==> config.mk <==
export PLATFORM = sky130hd
export DESIGN_NAME = seq_divider
export DESIGN_NICKNAME = d
export VERILOG_FILES = /design/src/rtl/seq_divider.sv
export SDC_FILE = /design/constraint.sdc
export NUM_CORES = 1
export LEC_CHECK = 0
export CORE_MARGIN = 10
export CORE_UTILIZATION = 40
export CTS_CLUSTER_DIAMETER = 100
export CTS_CLUSTER_SIZE = 14
export DETAILED_ROUTE_END_ITERATION = 8
export MAX_ROUTING_LAYER = met4
export PLACE_DENSITY = 0.6
export SLEW_MARGIN = 20
export SYNTH_ARGS = -nofsm -noshare
export SYNTH_HDL_FRONTEND = slang
export SYNTH_SLANG_ARGS = --single-unit
==> constraint.sdc <==
create_clock -name clk -period 4.95 [get_ports clk]
set_input_delay 0.495 -clock clk [delete_from_list [all_inputs] [get_ports clk]]
set_output_delay 0.495 -clock clk [all_outputs]
set_load 0.05 [all_outputs]
==> src/rtl/seq_divider.sv <==
// rtl/seq_divider.sv - signed 2*DW / DW sequential restoring divider with saturation and divide-by-zero flag
module seq_divider #(
  parameter int DW = 8
) (
  input  logic            clk,
  input  logic            rst_n,
  input  logic            in_valid,
  output logic            in_ready,
  input  logic [2*DW-1:0] dividend,
  input  logic [DW-1:0]   divisor,
  output logic            out_valid,
  input  logic            out_ready,
  output logic [DW-1:0]   quotient,
  output logic [DW-1:0]   remainder,
  output logic            div_zero,
  output logic            overflow
);

  localparam int              CW        = $clog2(2 * DW);
  localparam logic [CW-1:0]   LAST_STEP = CW'(2 * DW - 1);
  localparam logic [2*DW-1:0] POS_LIM   = (2*DW)'((2 ** (DW - 1)) - 1);
  localparam logic [2*DW-1:0] NEG_LIM   = (2*DW)'(2 ** (DW - 1));
  localparam logic [DW-1:0]   SAT_POS   = {1'b0, {(DW-1){1'b1}}};
  localparam logic [DW-1:0]   SAT_NEG   = {1'b1, {(DW-1){1'b0}}};

  typedef enum logic [1:0] {IDLE, CALC, FIX, DONE} state_t;

  state_t state, state_nxt;

  logic [2*DW-1:0] q_sr;
  logic [DW-1:0]   rem_q;
  logic [DW-1:0]   dsr_mag;
  logic            dvd_neg;
  logic            dsr_neg;
  logic [CW-1:0]   step;

  logic [2*DW-1:0] dvd_abs;
  logic [DW-1:0]   dsr_abs;
  logic [DW:0]     shifted;
  logic [DW:0]     diff;
  logic            q_neg;
  logic            q_ovf;
  logic [DW-1:0]   q_low;
  logic [DW-1:0]   q_fix;
  logic [DW-1:0]   r_fix;

  assign in_ready  = (state == IDLE);
  assign out_valid = (state == DONE);

  assign dvd_abs = dividend[2*DW-1] ? (~dividend + 1'b1) : dividend;
  assign dsr_abs = divisor[DW-1] ? (~divisor + 1'b1) : divisor;

  // Partial remainder stays below |divisor| <= 2^(DW-1), so DW+1 bits hold the trial and its borrow.
  assign shifted = {rem_q, q_sr[2*DW-1]};
  assign diff    = shifted - {1'b0, dsr_mag};

  assign q_neg = dvd_neg ^ dsr_neg;
  assign q_ovf = q_neg ? (q_sr > NEG_LIM) : (q_sr > POS_LIM);
  assign q_low = q_sr[DW-1:0];
  assign q_fix = q_ovf ? (q_neg ? SAT_NEG : SAT_POS)
                       : (q_neg ? ({DW{1'b0}} - q_low) : q_low);
  assign r_fix = dvd_neg ? ({DW{1'b0}} - rem_q) : rem_q;

  always_ff @(posedge clk) begin
    if (!rst_n) begin
      state <= IDLE;
    end else begin
      state <= state_nxt;
    end
  end

  always_comb begin
    state_nxt = state;
    case (state)
      IDLE: begin
        if (in_valid) begin
          state_nxt = (divisor == '0) ? DONE : CALC;
        end
      end
      CALC: begin
        if (step == LAST_STEP) begin
          state_nxt = FIX;
        end
      end
      FIX: begin
        state_nxt = DONE;
      end
      DONE: begin
        if (out_ready) begin
          state_nxt = IDLE;
        end
      end
      default: begin
        state_nxt = IDLE;
      end
    endcase
  end

  always_ff @(posedge clk) begin
    if (!rst_n) begin
      q_sr      <= '0;
      rem_q     <= '0;
      dsr_mag   <= '0;
      dvd_neg   <= 1'b0;
      dsr_neg   <= 1'b0;
      step      <= '0;
      quotient  <= '0;
      remainder <= '0;
      div_zero  <= 1'b0;
      overflow  <= 1'b0;
    end else begin
      case (state)
        IDLE: begin
          if (in_valid) begin
            if (divisor == '0) begin
              quotient  <= '0;
              remainder <= '0;
              div_zero  <= 1'b1;
              overflow  <= 1'b0;
            end else begin
              q_sr    <= dvd_abs;
              rem_q   <= '0;
              dsr_mag <= dsr_abs;
              dvd_neg <= dividend[2*DW-1];
              dsr_neg <= divisor[DW-1];
              step    <= '0;
            end
          end
        end
        CALC: begin
          // Dividend bits shift out of the top while quotient bits shift in at the bottom.
          q_sr  <= {q_sr[2*DW-2:0], ~diff[DW]};
          rem_q <= diff[DW] ? shifted[DW-1:0] : diff[DW-1:0];
          step  <= step + 1'b1;
        end
        FIX: begin
          quotient  <= q_fix;
          remainder <= r_fix;
          div_zero  <= 1'b0;
          overflow  <= q_ovf;
        end
        default: begin
        end
      endcase
    end
  end

endmodule

==> out/qor.csv <==
stage,metric,value,unit
run_status,outcome,"finished, final reports clean",
synth,synth_edf_count,0,
worst_hold_path,hp-start,quotient[0],
grt,grt_first_pass_wirelength,16800,µm
grt,grt_max_degree,41,
synth,synth_cell_types,56,
routing,drt_iter0_drc,259,
die,die_area,13900,µm²
cells_and_area,area_growth,18.9,%
cts,holdBufCountCts,0,
synth,synth_seq_cells,58,
cts,cts_resized,0,
placed_design,post_dp_cell_area,4380,µm²
routing,drt_first_pass_iters,5,
worst_setup_path,reg2reg_to,rem_q[2],
grt,met3_usage,0.0312,
sta,tightest_slew,1030,ps
synth,netlist_area,3830,µm²
sta,finalClockSkew,14.4,ps
grt,top_usage_layer,met2,
power,peakVddDrop,0.405,mV
cells_and_area,final_cell_mix,"58 x dfxtp_1, 49 x nor2_1, 47 x clkdlybuf4s50_1, 37 x nand2_1, 30 x o21ai_0",
sta,fin_tns_setup,0,ps
routing,drc_errors,0,
synth,syn_nets,533,
worst_hold_path,whs_endpoint,quotient[0],
synth,synth_fa_ha_area_frac,0.0607,
die,start_util,0.413,
sta,timing.slew.headroom,0.311,
synth,synth_warnings,0,
synth,ys_seq_area_frac,0.303,
worst_hold_path,hold_class,reg2reg,
routing,ant_nets,0,
grt,grt_use_total,0.144,
die,num_rows,35,
placed_design,port_buffers,47,
sta,whs,450,ps
grt,antenna_found_initial,0,
cts,cts.path.max_buffers,2,
cts,clock_sinks,58,
grt,grt_pass1_vias,3512,
worst_setup_path,r2r_cells,6,
routing,num_vias,3638,
cells_and_area,num_antenna_cells,0,
cts,cts_buffers,9,
cts,cts_tree,done,
cts,post-cts-setup-buffers,0,
worst_setup_path,cp-end-kind,flop,
synth,synth-simple-area-share,0.231,
cts,insertion_delay,340,ps
grt,gr-total-overflow,0,
cts,root_buffer,clkbuf_8,
synth,netlist_instances,487,
synth,dominantRegCellSynth,dfxtp_1,
routing,via_per_inst,5.55,
power,power-per-cell-area,520,nW/µm²
worst_setup_path,crit_required,5220,ps
cells_and_area,final_nets,568,
placed_design,hpwl,7350,µm
worst_setup_path,reg2reg_from,rem_q[5],
worst_setup_path,crit_arrival,3030,ps
power,p_leak,1.59,nW
synth,postSynth.asyncResetShare,0,
cells_and_area,drive_gt1_frac,0.0588,
sta,setup_viol,0,
die,die_x,118,µm
cells_and_area,design_area,4560,µm²
synth,synth_top_family_by_area,compound AO/OA/AOI/OAI gates,
routing,routed_wirelength,9660,µm
sta,max_clock_freq,0.362,GHz
sta,setup_slack,2190,ps
synth,synth.mux.area_fraction,0.0398,
sta,min_period,2760,ps
synth,synth-compound-area-share,0.242,
worst_hold_path,hold_depth,2,
die,core-area,9280,µm²
sta,slew_violations,0,
sta,rsz0062_at_grt,false,
cells_and_area,mostFrequentLayoutCell,dfxtp_1,
synth,synthXorXnorAreaFrac,0.0639,
grt,grt.met1_usage,0.185,
worst_setup_path,cp_max_fo,18,
worst_setup_path,critPathLaunchType,primary input,
sta,finalHoldViolCount,0,
die,die_h,118,µm
placed_design,place_ws,1790,ps
worst_setup_path,reg2reg_slack,2230,ps
grt,met2_usage,0.216,
cts,htreeDepth,3,
worst_setup_path,critical_path_class,in2reg,
die,io_pins,48,
synth,syn_area_per_cell,7.87,µm²
routing,wl_per_cell,14.7,µm
worst_setup_path,crit_start,divisor[0],
job,cap_violations,0,
cts,cts.clk_slew.worst_paths,70,ps
placed_design,gp_congestion,0.877,
sta,fin_crit_sh,0.558,
-- flip-flops by register name, indices dropped and copies added (netlist names) --
register and flops:
overflow 1, q_sr 16, step 4, remainder 8
dvd_neg 1, dsr_mag 8, rem_q 8, dsr_neg 1
quotient 8, state 2, div_zero 1
-- critical path, cell delays in order --
cell	delay [ps]
clkdlybuf4s50_1	510
inv_1	60
ha_1	210
nor3b_1	180
a21oi_2	670
o21ai_0	260
or3b_2	510
a21oi_1	140
-- routing by layer --
| metal | share of wire | up-vias |
|---|---|---|
| met5 | 0 | - |
| met4 | 0.014 | 0 |
| met3 | 0.054 | 10 |
| met2 | 0.44 | 92 |
| met1 | 0.49 | 1680 |
| li1 | - | 1856 |
-- logic make-up (layout without fill, tap and decap cells) --
| family | count (synthesis) | after routing |
|---|---|---|
| AO/OA/AOI/OAI | 137 | 137 |
| XOR/XNOR | 28 | 28 |
| adder cells (fa/ha/maj) | 18 | 18 |
| buffers and inverters | 56 | 96 |
| flip-flops | 58 | 58 |
| multiplexers | 15 | 15 |
| AND/OR/NAND/NOR | 175 | 175 |
-- layout make-up --
class,count,area (µm²)
Tap cell,129,161
Sequential cell,58,1160
Inverter,29,109
Clock inverter,6,41.3
Clock buffer,10,138
Timing Repair Buffer,51,500
Fill cell,928,4720
Multi-Input combinational cell,373,2450
-- report_power, final --
group	internal [W]	switching [W]
registers	0.000572	0.000118
logic	0.000476	0.000812
clock network	0.000195	0.000197
total	0.00124	0.00113
-- through the flow --
step | util | power, W | cells
after CTS | 0.491 | 0.00238 | 656
after global routing | 0.491 | 0.00258 | 656
after floorplan | - | 0.00166 | 487
after global placement | 0.472 | 0.00196 | 640
after detailed placement | 0.472 | 0.00198 | 640
final | 0.491 | 0.00237 | 656
-- cells in the mapped netlist, types with 5 or more instances --
master    instances  area [µm²]
dfxtp_1          58        1160
nor2_1           49         184
nand2_1          37         139
o21ai_0          30         150
inv_1            29         109
nand3_1          25         125
a21oi_1          22         110
xnor2_1          20         175
clkbuf_1         19        71.3
ha_1             17         213
o31ai_1          16         120
mux2i_1          13         130
a211oi_1         11        82.6
o211ai_1         11        82.6
nand4_1           9        56.3
or3_1             9        56.3
a22oi_1           8        60.1
xor2_1            8        70.1
buf_2             7        35.0
nand2b_1          7        43.8
nor3_1            7        35.0
a311oi_1          5        43.8
a31oi_1           5        31.3
nor2b_1           5        31.3
nor4_1            5        31.3
o41ai_1           5        43.8
-- worst max path at each step --
stage | endpoint | slack (ps) | depth (start not counted)
floorplan | step[2] | 2560 | 8
global placement | step[2] | 1910 | 8
detailed placement | step[2] | 1790 | 8
CTS | rem_q[3] | 2020 | 7
global route | q_sr[14] | 1940 | 8
finish | step[2] | 2190 | 8
Power figures use the tool's default switching activity.
